### config.mk
export PLATFORM = sky130hd
export DESIGN_NAME = tail_light_decoder
export DESIGN_NICKNAME = d
export VERILOG_FILES = /design/src/rtl/tail_light_decoder.sv
export SDC_FILE = /design/constraint.sdc
export NUM_CORES = 1
export LEC_CHECK = 0
export CAP_MARGIN = 20
export CELL_PAD_IN_SITES_DETAIL_PLACEMENT = 2
export CELL_PAD_IN_SITES_GLOBAL_PLACEMENT = 2
export CORE_AREA = 2 2 79 81
export CTS_CLUSTER_SIZE = 20
export DETAILED_ROUTE_END_ITERATION = 6
export DIE_AREA = 0 0 81 83
export PLACE_DENSITY_LB_ADDON = 0.1
export SYNTH_ARGS = -nofsm -noshare
export SYNTH_HDL_FRONTEND = slang
export SYNTH_SLANG_ARGS = --single-unit
### constraint.sdc
create_clock -name CLK -period 5.5 [get_ports CLK]
set_input_delay 0.825 -clock CLK [delete_from_list [all_inputs] [get_ports CLK]]
set_output_delay 0.825 -clock CLK [all_outputs]
set_load 0.01 [all_outputs]
### src/rtl/tail_light_decoder.sv
// Receive-side monitor for the six Thunderbird tail-light lines.
// Tracks each side's animation and hold state, then decodes turn, hazard and brake requests and flags faults.
module tail_light_decoder #(
    parameter int unsigned LOCK_STEPS  = 4,
    parameter int unsigned HOLD_CYCLES = 2,
    parameter int unsigned FAULT_CNT_W = 8
) (
    input  logic                   CLK,
    input  logic                   RST_n,
    input  logic [2:0]             L_Light,
    input  logic [2:0]             R_Light,
    output logic                   turn_left,
    output logic                   turn_right,
    output logic                   hazard,
    output logic                   brake,
    output logic                   fault,
    output logic [FAULT_CNT_W-1:0] fault_count
);

    typedef enum logic [1:0] {
        IDLE    = 2'd0,
        LOCKING = 2'd1,
        ANIM    = 2'd2,
        STEADY  = 2'd3
    } trk_state_t;

    localparam logic [3:0] LOCK_N = 4'(LOCK_STEPS);
    localparam logic [3:0] HOLD_N = 4'(HOLD_CYCLES);

    trk_state_t             r_state [2];
    logic [2:0]             r_prev  [2];
    logic [3:0]             r_step  [2];
    logic [3:0]             r_hold  [2];
    logic                   r_turn_left;
    logic                   r_turn_right;
    logic                   r_hazard;
    logic                   r_brake;
    logic                   r_fault;
    logic [FAULT_CNT_W-1:0] r_fault_cnt;

    trk_state_t w_next_state [2];
    logic [3:0] w_next_step  [2];
    logic [3:0] w_next_hold  [2];
    logic       w_side_fault [2];
    logic [2:0] w_sample     [2];
    logic       w_legal      [2];
    logic       w_is_succ    [2];
    logic [3:0] w_hold_inc   [2];
    logic [3:0] w_step_inc   [2];
    logic       w_both_anim;
    logic       w_hazard;
    logic       w_turn_left;
    logic       w_turn_right;
    logic       w_brake;
    logic       w_fault;

    function automatic logic is_legal(input logic [2:0] c);
        return (c == 3'b000) || (c == 3'b001) || (c == 3'b011) || (c == 3'b111);
    endfunction

    function automatic logic [2:0] successor(input logic [2:0] c);
        case (c)
            3'b000:  return 3'b001;
            3'b001:  return 3'b011;
            3'b011:  return 3'b111;
            default: return 3'b000;
        endcase
    endfunction

    assign w_sample[0] = L_Light;
    assign w_sample[1] = R_Light;

    always_comb begin
        for (int unsigned i = 0; i < 2; i++) begin
            w_legal[i]    = is_legal(w_sample[i]);
            // An illegal previous code has no successor, so re-locking always restarts from scratch.
            w_is_succ[i]  = is_legal(r_prev[i]) && (w_sample[i] == successor(r_prev[i]));
            w_hold_inc[i] = (r_hold[i] == 4'hF) ? 4'hF : r_hold[i] + 4'd1;
            w_step_inc[i] = (r_step[i] == 4'hF) ? 4'hF : r_step[i] + 4'd1;
        end
    end

    always_comb begin
        for (int unsigned i = 0; i < 2; i++) begin
            w_next_state[i] = r_state[i];
            w_next_step[i]  = r_step[i];
            w_next_hold[i]  = '0;
            w_side_fault[i] = 1'b0;
            if (!w_legal[i]) begin
                w_next_state[i] = IDLE;
                w_next_step[i]  = '0;
                w_side_fault[i] = 1'b1;
            end else begin
                if (w_sample[i] == 3'b111) w_next_hold[i] = w_hold_inc[i];
                if (w_is_succ[i]) begin
                    if (r_state[i] != ANIM) begin
                        w_next_step[i]  = w_step_inc[i];
                        w_next_state[i] = (w_step_inc[i] >= LOCK_N) ? ANIM : LOCKING;
                    end
                end else begin
                    w_next_step[i] = '0;
                    if (w_sample[i] == 3'b000) begin
                        w_next_state[i] = IDLE;
                    end else if (w_sample[i] == 3'b111) begin
                        w_next_state[i] = (w_hold_inc[i] >= HOLD_N) ? STEADY : LOCKING;
                    end else begin
                        w_next_state[i] = LOCKING;
                        if (r_state[i] == ANIM) w_side_fault[i] = 1'b1;
                    end
                end
            end
        end
    end

    always_comb begin
        w_both_anim  = (w_next_state[0] == ANIM) && (w_next_state[1] == ANIM);
        w_hazard     = w_both_anim && (L_Light == R_Light);
        w_turn_left  = (w_next_state[0] == ANIM) && (w_next_state[1] != ANIM);
        w_turn_right = (w_next_state[1] == ANIM) && (w_next_state[0] != ANIM);
        w_brake      = ((w_next_state[0] == STEADY) || (w_next_state[1] == STEADY)) && !w_hazard;
        w_fault      = w_side_fault[0] || w_side_fault[1] || (w_both_anim && (L_Light != R_Light));
    end

    always_ff @(posedge CLK or negedge RST_n) begin
        if (!RST_n) begin
            for (int unsigned i = 0; i < 2; i++) begin
                r_state[i] <= IDLE;
                r_prev[i]  <= '0;
                r_step[i]  <= '0;
                r_hold[i]  <= '0;
            end
            r_turn_left  <= 1'b0;
            r_turn_right <= 1'b0;
            r_hazard     <= 1'b0;
            r_brake      <= 1'b0;
            r_fault      <= 1'b0;
            r_fault_cnt  <= '0;
        end else begin
            for (int unsigned i = 0; i < 2; i++) begin
                r_state[i] <= w_next_state[i];
                r_prev[i]  <= w_sample[i];
                r_step[i]  <= w_next_step[i];
                r_hold[i]  <= w_next_hold[i];
            end
            r_turn_left  <= w_turn_left;
            r_turn_right <= w_turn_right;
            r_hazard     <= w_hazard;
            r_brake      <= w_brake;
            r_fault      <= w_fault;
            if (w_fault && (r_fault_cnt != '1)) r_fault_cnt <= r_fault_cnt + FAULT_CNT_W'(1);
        end
    end

    assign turn_left   = r_turn_left;
    assign turn_right  = r_turn_right;
    assign hazard      = r_hazard;
    assign brake       = r_brake;
    assign fault       = r_fault;
    assign fault_count = r_fault_cnt;

endmodule

==> flow_results.xml <==
<?xml version="1.0" encoding="UTF-8"?>
<metrics>
  <group name="finish">
    <metric name="multiInputGateArea" unit="µm²">972</metric>
    <metric name="final_layout_size_suffix_gt1_frac" unit="">0.0925</metric>
    <metric name="final_nets" unit="">239</metric>
    <metric name="seq_area" unit="µm²">976</metric>
    <metric name="final_cell_count_no_fill" unit="">302</metric>
    <metric name="antennaDiodeCount" unit="">0</metric>
    <metric name="area_delta_synth_final" unit="%">18.0</metric>
    <metric name="fillCellCount" unit="">656</metric>
  </group>
  <group name="synth">
    <metric name="async_reset_ff_frac" unit="">1.00</metric>
    <metric name="netlist_top_cells_area" unit="">dfrtp_1 (49%), nor2_1 (4.7%), xnor2_1 (3.9%)</metric>
    <metric name="sequential_area_share_after_synthesis" unit="">0.485</metric>
    <metric name="synth_cells" unit="">206</metric>
    <metric name="synth.largest_area_cell" unit="">dfrtp_1</metric>
    <metric name="yosysWarningCount" unit="">0</metric>
    <metric name="yosys_register_bits" unit="">39</metric>
    <metric name="synthTopCellsByCount" unit="">dfrtp_1 (39), nor2_1 (25), nand3_1 (15)</metric>
    <metric name="mappedNetlistArea" unit="mm²">0.00201</metric>
    <metric name="synth_flop_cell" unit="">dfrtp_1</metric>
    <metric name="synth_edf_count" unit="">0</metric>
    <metric name="synth_cell_type_count" unit="">44</metric>
    <metric name="post-synth-top-count-cell" unit="">dfrtp_1</metric>
    <metric name="syn_nets" unit="">219</metric>
    <metric name="netlist.area_leader.share" unit="">0.485</metric>
    <metric name="avgSynthCellArea" unit="µm²">9.76</metric>
  </group>
  <group name="cts">
    <metric name="hold_buf_cts" unit="">0</metric>
    <metric name="tritoncts_clock_tree" unit="">yes</metric>
    <metric name="cts_max_level" unit="">2</metric>
    <metric name="postCtsSetupRepairBufs" unit="">0</metric>
    <metric name="cts_made_buffers" unit="">5</metric>
    <metric name="clk_pin_slew" unit="ns">0.08</metric>
    <metric name="cts-resized-gates" unit="">0</metric>
    <metric name="ctsRootBufferMaster" unit="">clkbuf_8</metric>
    <metric name="clk_path_buf_depth" unit="">2</metric>
    <metric name="cts.sink_count" unit="">39</metric>
    <metric name="worstSkewPairLatency" unit="ns">0.29</metric>
  </group>
  <group name="setup_path">
    <metric name="endpoint_kind" unit="">flop</metric>
    <metric name="timing_worst_setup_path_type" unit="">in2reg</metric>
    <metric name="crit_arrival" unit="ns">3.21</metric>
    <metric name="startpoint_type" unit="">input port</metric>
    <metric name="worstPathRequired" unit="ns">5.68</metric>
    <metric name="worst-path-max-fanout" unit="">13</metric>
  </group>
  <group name="power_and_ir_drop">
    <metric name="power.density" unit="mW/mm²">330</metric>
    <metric name="cell_internal_pwr" unit="mW">0.558</metric>
    <metric name="leakage" unit="nW">1.00</metric>
    <metric name="p_clk_frac" unit="">0.309</metric>
    <metric name="worst_ir_drop_vdd" unit="V">0.000159</metric>
    <metric name="power.sequential.fraction" unit="">0.464</metric>
    <metric name="p_comb_frac" unit="">0.227</metric>
    <metric name="p_sw_frac" unit="">0.286</metric>
    <metric name="switching_power" unit="mW">0.224</metric>
  </group>
  <group name="sta">
    <metric name="layout_worst_path_cycle_share" unit="">0.552</metric>
    <metric name="max_freq" unit="GHz">0.329</metric>
    <metric name="timing.max_slew.rel_slack" unit="">0.396</metric>
    <metric name="setup_repair_after_global_routing_missed_its_margin" unit="">false</metric>
    <metric name="final.min_clock_period" unit="ns">3.04</metric>
    <metric name="report.final.setup_viol" unit="">0</metric>
    <metric name="report.final.slew_viol_count" unit="">0</metric>
    <metric name="tightestPinTransition" unit="ns">0.906</metric>
    <metric name="fin_worst_skew" unit="ns">0.00781</metric>
    <metric name="hold_violations" unit="">0</metric>
    <metric name="total_negative_setup_slack" unit="ns">0</metric>
  </group>
  <group name="placed_design">
    <metric name="detailedPlacementHpwl" unit="µm">3910</metric>
    <metric name="buffer_ports.inserted" unit="">20</metric>
    <metric name="dp_cells" unit="">294</metric>
    <metric name="globalplace.congestion" unit="">0.800</metric>
  </group>
  <group name="route">
    <metric name="firstDrtPassIters" unit="">4</metric>
    <metric name="dr_iter_0_viols" unit="">35</metric>
    <metric name="routed_wire_length_per_instance" unit="µm">17.3</metric>
    <metric name="drt_via_density" unit="">5.49</metric>
    <metric name="detail_route.drc_violations" unit="">0</metric>
    <metric name="detailroute.via_count" unit="">1658</metric>
    <metric name="final_antenna_net_count" unit="">0</metric>
    <metric name="routed_wl" unit="µm">5220</metric>
  </group>
  <group name="floorplanning">
    <metric name="core-area" unit="mm²">0.00582</metric>
    <metric name="floorplan.die_area" unit="mm²">0.00672</metric>
    <metric name="starting_utilization_of_the_core_area" unit="">0.346</metric>
    <metric name="chipHeight" unit="µm">83</metric>
    <metric name="die_w" unit="µm">81</metric>
    <metric name="num_rows" unit="">28</metric>
    <metric name="io_pins" unit="">21</metric>
  </group>
  <group name="global_route">
    <metric name="first_global_vias" unit="">1816</metric>
    <metric name="grt_start_max_net_pins" unit="">40</metric>
    <metric name="total_grt_overflow" unit="">0</metric>
    <metric name="antenna_violations_before_repair" unit="">0</metric>
    <metric name="groute.usage.overall" unit="">0.167</metric>
    <metric name="grt_first_pass_wirelength" unit="µm">8770</metric>
  </group>
  <group name="hold_path">
    <metric name="holdCritPathClass" unit="">reg2reg</metric>
  </group>
  <group name="status">
    <metric name="run_status" unit="">completed</metric>
  </group>
  <group name="run">
    <metric name="maxCapViolCount" unit="">0</metric>
  </group>
</metrics>
layout make-up:
| class | count | area share |
|---|---|---|
| clock inverters | 3 | 0.0185 |
| multi-input cells | 154 | 0.410 |
| repair buffers | 20 | 0.0823 |
| inverters | 6 | 0.00949 |
| flip-flops and latches | 39 | 0.411 |
| well taps | 75 | 0.0396 |
| clock buffers | 5 | 0.0290 |
per-layer routing:
layer / up-vias / GRT usage / wire (µm)
met4: 0 / 0.0416 / 36
met5: - / 0 / 0
met3: 5 / 0.0359 / 124
met2: 18 / 0.292 / 2740
met1: 851 / 0.204 / 2320
li1: 784 / - / -
state kept, by name, indices dropped and copies added, names as in the netlist:
register,count
fault_count,8
r_hold,8
r_step,8
r_prev,6
r_state,4
brake,1
fault,1
hazard,1
turn_left,1
turn_right,1
power groups by stage:
stage / clock, mW / sequential (mW) / combinational (mW)
2_1_floorplan: 0 / 0.373 / 0.0821
3_3_place_gp: 0 / 0.365 / 0.174
3_5_place_dp: 0 / 0.369 / 0.180
4_1_cts: 0.252 / 0.363 / 0.182
5_1_grt: 0.262 / 0.370 / 0.196
6_report: 0.242 / 0.363 / 0.178
cell families (layout without fill, tap and decap cells):
kind of cell             count (synthesis)  in the layout  synth area share
AND/OR/NAND/NOR                         94             94             0.248
flip-flops                              39             39             0.485
buffers and inverters                   13             34            0.0311
multiplexers                             2              2            0.0124
XOR/XNOR                                10             10            0.0436
AO/OA/AOI/OAI                           43             43             0.148
adder cells (fa/ha/maj)                  5              5            0.0311
per-stage QoR:
step | total power, mW | worst slack (ns) | hold slack (ns) | utilization | cell area (µm²)
after floorplan | 0.456 | 3.03 | 0.481 | - | 2010
after global placement | 0.539 | 2.28 | 0.478 | 0.389 | 2260
after detailed placement | 0.550 | 2.19 | 0.490 | 0.389 | 2260
after CTS | 0.798 | 2.51 | 0.502 | 0.408 | 2370
after global routing | 0.828 | 2.33 | 0.521 | 0.408 | 2370
final | 0.782 | 2.46 | 0.494 | 0.408 | 2370
path summary, 6_finish.rpt:
path / from / endpoint / slack, ns / cells after the start
hold / removal: fault_count[5]$_DFFE_PN0P_ / fault_count[5]$_DFFE_PN0P_ / 0.49 / 1
setup reg to reg: r_step[4]$_DFFE_PN0P_ / fault_count[1]$_DFFE_PN0P_ / 3.33 / 7
setup / recovery: R_Light[1] / fault_count[1]$_DFFE_PN0P_ / 2.46 / 7
min in group asynchronous: RST_n / r_prev[0]$_DFF_PN0_ / 0.66 / 1
hold reg to reg: fault_count[5]$_DFFE_PN0P_ / fault_count[5]$_DFFE_PN0P_ / 0.49 / 1
max in group asynchronous: RST_n / r_step[7]$_DFFE_PN0P_ / 4.28 / 1
worst max-delay path: stages:
cell,delay [ns]
clkdlybuf4s50_1,0.77
and3_1,0.25
o21bai_2,0.13
a2111oi_1,0.11
or4_4,0.52
o22a_4,0.30
mux2_4,0.30
cell usage in the layout, fill, tap and decap left out, drive strengths merged, types with 2 or more instances in the layout:
cell	n
o21bai	2
clkbuf	5
nor2	25
clkdlybuf4s50	19
a211oi	8
nand2	12
o22a	2
o311ai	2
nand2b	2
and4	3
nor2b	2
nand4	4
xnor2	9
and2	6
clkinv	2
nor4b	2
or2	4
o21ai	8
ha	5
nor3	8
inv	6
a21oi	10
a31oi	4
nand3	15
and3	6
dfrtp	39
a32oi	3
(Power assumes the default switching activity.)
